`src/rtl/dmux_stream_pkg.sv`:
```
// Shared types and defaults for the dmux_stream block.
// Optional DMUX_STREAM_COUNT_EN adds per-channel drain counters.
package dmux_stream_pkg;

    typedef enum logic {
        EMPTY = 1'b0,
        FULL  = 1'b1
    } state_t;

    localparam int DEF_WIDTH = 16;
    localparam int DEF_N     = 8;
    localparam int DEF_CNT_W = 8;

    // Select width for an N-way demux; a single channel still needs one bit.
    function automatic int sel_width(input int n);
        return (n > 1) ? $clog2(n) : 1;
    endfunction

endpackage

```
`src/rtl/dmux_stream_if.sv`:
```
// Stream bundle for dmux_stream: one input stream fanning out to N channels.
// slave is the demux side, master is the producer/consumer environment side.
interface dmux_stream_if
    import dmux_stream_pkg::*;
#(
    parameter int WIDTH = DEF_WIDTH,
    parameter int N     = DEF_N
);
    localparam int SEL_W = sel_width(N);

    logic             in_valid;
    logic             in_ready;
    logic [WIDTH-1:0] in_data;
    logic [SEL_W-1:0] in_sel;
    logic [N-1:0]     out_valid;
    logic [N-1:0]     out_ready;
    logic [WIDTH-1:0] out_data;
    logic             err_sel;

    modport slave (
        input  in_valid, in_data, in_sel, out_ready,
        output in_ready, out_valid, out_data, err_sel
    );

    modport master (
        output in_valid, in_data, in_sel, out_ready,
        input  in_ready, out_valid, out_data, err_sel
    );
endinterface

```
`src/rtl/dmux_stream_sat_counter.sv`:
```
// Saturating up-counter with synchronous reset, one per output channel.
module sat_counter #(
    parameter int W = 8
) (
    input  logic         clk,
    input  logic         reset,
    input  logic         inc,
    output logic [W-1:0] count
);
    always_ff @(posedge clk) begin
        if (reset)
            count <= '0;
        else if (inc && !(&count))
            count <= count + 1'b1;
    end
endmodule

```
`src/rtl/dmux_stream.sv`:
```
// Registered N-way stream demux with a single-entry output register.
// Define DMUX_STREAM_COUNT_EN to get per-channel saturating drain counters.
module dmux_stream
    import dmux_stream_pkg::*;
#(
    parameter int WIDTH = DEF_WIDTH,
    parameter int N     = DEF_N,
    parameter int CNT_W = DEF_CNT_W
) (
    input  logic                    clk,
    input  logic                    reset,
    dmux_stream_if.slave            s,
    input  logic [sel_width(N)-1:0] cnt_sel,
    output logic [CNT_W-1:0]        cnt_value
);
    localparam int SEL_W = sel_width(N);

    state_t           state;
    logic [SEL_W-1:0] hold_sel;
    logic [WIDTH-1:0] hold_data;
    logic             err_q;

    logic full, drain, accept, sel_ok;

    assign full   = (state == FULL);
    assign drain  = full && s.out_ready[hold_sel];
    // in_ready must never look at in_valid, so it depends only on state and the held channel's ready.
    assign s.in_ready = !full || s.out_ready[hold_sel];
    assign accept = s.in_valid && s.in_ready;
    assign sel_ok = (int'(s.in_sel) < N);

    always_ff @(posedge clk) begin
        if (reset) begin
            state     <= EMPTY;
            hold_sel  <= '0;
            hold_data <= '0;
            err_q     <= 1'b0;
        end else begin
            err_q <= accept && !sel_ok;
            if (accept && sel_ok) begin
                state     <= FULL;
                hold_sel  <= s.in_sel;
                hold_data <= s.in_data;
            end else if (drain) begin
                state <= EMPTY;
            end
        end
    end

    always_comb begin
        s.out_valid = '0;
        if (full)
            s.out_valid[hold_sel] = 1'b1;
    end

    assign s.out_data = hold_data;
    assign s.err_sel  = err_q;

`ifdef DMUX_STREAM_COUNT_EN
    logic [N-1:0][CNT_W-1:0] cnt;

    for (genvar k = 0; k < N; k++) begin : g_cnt
        sat_counter #(.W(CNT_W)) u_cnt (
            .clk   (clk),
            .reset (reset),
            .inc   (drain && (hold_sel == SEL_W'(k))),
            .count (cnt[k])
        );
    end

    assign cnt_value = (int'(cnt_sel) < N) ? cnt[cnt_sel] : '0;
`else
    logic unused_cnt_sel;
    assign unused_cnt_sel = ^cnt_sel;
    assign cnt_value      = '0;
`endif

endmodule

```
`src/flat_wrapper.sv`:
```
// flat-port wrapper written by rule: the top's interface ports become plain ports
module dmux_stream_flat import dmux_stream_pkg::*;
#(
    parameter int WIDTH = DEF_WIDTH,
    parameter int N     = DEF_N,
    parameter int CNT_W = DEF_CNT_W
)
  (clk, reset, cnt_sel, cnt_value, s_in_valid, s_in_data, s_in_sel, s_out_ready, s_in_ready, s_out_valid, s_out_data, s_err_sel);
  dmux_stream_if #(.WIDTH(WIDTH), .N(N)) s_i ();
  input  logic clk;
  input  logic reset;
  input  logic [sel_width(N)-1:0] cnt_sel;
  output logic [CNT_W-1:0] cnt_value;
  input wire logic [$bits(s_i.in_valid)-1:0] s_in_valid;
  input wire logic [$bits(s_i.in_data)-1:0] s_in_data;
  input wire logic [$bits(s_i.in_sel)-1:0] s_in_sel;
  input wire logic [$bits(s_i.out_ready)-1:0] s_out_ready;
  output wire logic [$bits(s_i.in_ready)-1:0] s_in_ready;
  output wire logic [$bits(s_i.out_valid)-1:0] s_out_valid;
  output wire logic [$bits(s_i.out_data)-1:0] s_out_data;
  output wire logic [$bits(s_i.err_sel)-1:0] s_err_sel;
  assign s_i.in_valid = s_in_valid;
  assign s_i.in_data = s_in_data;
  assign s_i.in_sel = s_in_sel;
  assign s_i.out_ready = s_out_ready;
  assign s_in_ready = s_i.in_ready;
  assign s_out_valid = s_i.out_valid;
  assign s_out_data = s_i.out_data;
  assign s_err_sel = s_i.err_sel;
  dmux_stream #(.WIDTH(WIDTH), .N(N), .CNT_W(CNT_W)) u_core (.clk(clk), .reset(reset), .s(s_i), .cnt_sel(cnt_sel), .cnt_value(cnt_value));
endmodule
```
`config.mk`:
```
export PLATFORM = sky130hd
export DESIGN_NAME = dmux_stream_flat
export DESIGN_NICKNAME = d
export VERILOG_FILES = /design/src/rtl/dmux_stream_pkg.sv /design/src/rtl/dmux_stream_if.sv /design/src/rtl/dmux_stream_sat_counter.sv /design/src/rtl/dmux_stream.sv /design/src/flat_wrapper.sv
export SDC_FILE = /design/constraint.sdc
export NUM_CORES = 1
export LEC_CHECK = 0
export ABC_AREA = 1
export BUFFER_PORTS_ARGS = -buffer_cell sky130_fd_sc_hd__buf_2
export CORE_AREA = 8 8 73 59
export DETAILED_ROUTE_END_ITERATION = 8
export DIE_AREA = 0 0 81 67
export PLACE_DENSITY = 0.73
export SLEW_MARGIN = 15
export SYNTH_ARGS = -nofsm -noshare
export SYNTH_HDL_FRONTEND = slang
export SYNTH_SLANG_ARGS = --single-unit
```
`constraint.sdc`:
```
create_clock -name clk -period 1.4 [get_ports clk]
set_clock_uncertainty 0.15 [all_clocks]
set_input_delay 0.28 -clock clk [delete_from_list [all_inputs] [get_ports clk]]
set_output_delay 0.28 -clock clk [all_outputs]
set_load 0.05 [all_outputs]
```
==> results_dict.tcl <==
set metrics [dict create \
    number_of_hold_repair_buffers_added_at_the_cts_stage 0 \
    timing.critical_path.to_type "primary output" \
    place.detailed.hpwl_mm 2.22 \
    grt-ovfl-total 0 \
    tritoncts.num_buffers 3 \
    clkLatencyLatePin_ns 0.25 \
    coreArea_sq_mm 0.00315 \
    largest_buffer_count_on_any_clock_path 2 \
    yosysUniqueCellTypes 18 \
    max-cap-violations 0 \
    route.vias.total 1179 \
    critical_path.slowest_cell "dfxtp_4" \
    final_max_slew_viol_count 0 \
    initial_core_utilization 0.372 \
    via_per_inst 4.24 \
    detail_route.wirelength_mm 3.07 \
    grt_setup_unrepaired "yes" \
    syn_avg_cell_area_sq_um 6.48 \
    detail-route-antenna-nets 0 \
    final_layout_size_suffix_gt1_frac 0.475 \
    num_rows 18 \
    detailedRoute.firstPassIterationCount 4 \
    route.detailed.wl_per_inst_um 11.0 \
    cp_cell_sequence "or2_1, nand3_2, nand2_2, inv_2, nand2_4, buf_8" \
    instance_count_of_the_mapped_netlist 181 \
    detail_route.drc_violations 0 \
    mappedNetlistArea_sq_mm 0.00117 \
    count_of_antenna_diodes_in_the_layout 0 \
    cts.sink_count 20 \
    achievable-frequency_mhz 601 \
    drt_first_iter_violations 41 \
    run_status "finished, violations left" \
    final_weighted_congestion_of_routability_driven_global_placement 0.779 \
    failed_checks "setup timing" \
    hold_class "in -> reg" \
    start_kind "register" \
    grt_max_degree 40 \
    reg2reg_depth 9 \
    holdWs_ns 0.0538 \
    report.power.total_mw 1.74 \
    worst_ep_arrival_time_ns 1.23 \
    cpPeakStageDelay_ns 0.37 \
    fill_cells 323 \
    tritoncts "done" \
    die-height_um 67 \
    synth.yosys.warnings 0 \
    antenna_found_initial 0 \
    seq_area_frac_synth 0.342 \
    crit_type "reg -> out" \
    setup_slack_ns -0.265 \
    global_route_usage_over_all_layers 0.109 \
    met3_length_um 273 \
    holdPathStages 2 \
    cellPowerDensity_mw_per_mm2 993 \
    num_io_pins 67 \
    grt_pass1_vias 1111 \
    die_area_sq_mm 0.00543 \
    ys_seq_elements 20 \
    p_leak_nw 0.950 \
    timing.final.crit_period_ns 1.66 \
    max-vdd-ir-drop_mv 0.571 \
    fin_nets 273 \
    timing.critical_path.fanout_max 7 \
    critical_path_required_ns 0.97 \
    cts_max_level 1 \
    die_x_um 81 \
    finalHoldViolations 0 \
    path_clk_slew_ns 0.07 \
    min_period_over_period 1.19 \
    cts.root.buffer_cell "clkbuf_8" \
    m1WireLength_mm 1.27 \
    routed-wl-met2_mm 1.52 \
    grt_pass1_wl_mm 4.86 \
    routed.top_layer "met4" \
    setup-violations-final 29 \
    numPortBuffers 54 \
    area_growth_pct 49.6 \
    preCtsSetupSlack_ns -0.179 \
]
[worst max-delay path, delay by kind of cell, from the launching register on]
| family | cells | cell delay [ns] |
|---|---|---|
| simple gates | 4 | 0.41 |
| flops | 1 | 0.37 |
| buf+inv | 2 | 0.21 |
[repair_timing]
item | 4_1_cts | 5_1_grt
resized for setup | 36 | 27
setup endpoints to repair | 29 | 29
buffers inserted | 1 | 0
gates cloned | 0 | 1
pin swaps | 4 | 7
[per-layer routing]
layer  vias up  global-route usage
met5         -                   0
met3         2              0.0376
met1       503               0.125
li1        642                   -
met2        32               0.186
met4         0              0.0333
[per-stage QoR]
| stage | setup TNS, ns | util | instance area (sq um) | std cells |
|---|---|---|---|---|
| floorplan | -0.162 | - | 1230 | 189 |
| global placement | -2.33 | 0.471 | 1490 | 273 |
| detailed placement | -3.36 | 0.471 | 1490 | 273 |
| CTS | -5.64 | 0.518 | 1630 | 277 |
| global route | -8.11 | 0.556 | 1750 | 278 |
| finish | -5.49 | 0.556 | 1750 | 278 |
[path summary, 6_finish.rpt]
check | from | endpoint | slack, ns
worst min-delay path | reset | u_core.full | 0.05
worst max register to register | u_core.hold_sel[0] | u_core.s.out_data[1] | -0.20
worst min register to register | u_core.s.out_data[10] | u_core.s.out_data[10] | 0.33
worst max-delay path | u_core.hold_sel[0] | s_in_ready | -0.26
[flip-flops by register name, summed over array words and instances, names as in the netlist]
signal	flops
u_core.full	1
u_core.hold_sel	3
u_core.s.out_data	16
[where the power goes]
group | internal (mW) | switching (mW)
Combinational | 0.240 | 0.473
Clock | 0.191 | 0.169
Sequential | 0.624 | 0.0445
[kinds of logic after synthesis]
family,Yosys count,share of synthesized area
simple gates,89,0.352
flops,20,0.342
compound gates,20,0.0854
buf+inv,51,0.218
other cells,1,0.00320
[synth_stat cells (all sizes together)]
cell | number | area [sq um]
nand2 | 34 | 130
nor2 | 33 | 126
inv | 32 | 120
nand3 | 21 | 150
a21oi | 20 | 100
dfxtp | 20 | 400
buf | 17 | 128
clkbuf | 1 | 3.75
clkinv | 1 | 3.75
conb | 1 | 3.75
or2 | 1 | 6.26
[area by class of cell]
cell class	instances	area [sq um]	share of cell area
tap	40	50.0	0.0285
multi-input combinational	118	657	0.374
sequential	20	412	0.235
timing repair buffer	64	460	0.262
clock buffer	3	41.3	0.0235
inverter	33	134	0.0763
[placed cells by master (no fill, tap or decap)]
cell / instances
inv_4: 4
nand2_4: 1
buf_8: 1
clkbuf_16: 1
buf_4: 6
a21oi_2: 8
buf_2: 45
buf_12: 3
inv_1: 26
clkinv_1: 1
nand3_1: 10
a21oi_1: 12
clkbuf_8: 3
buf_6: 8
dfxtp_1: 17
nor2_1: 19
inv_2: 2
dfxtp_4: 3
nand3_2: 11
nand2_2: 3
nand2_1: 30
nor2_2: 9
conb_1: 9
or2_1: 1
nor2_4: 5
No activity file was read; power rests on OpenSTA's default activity.
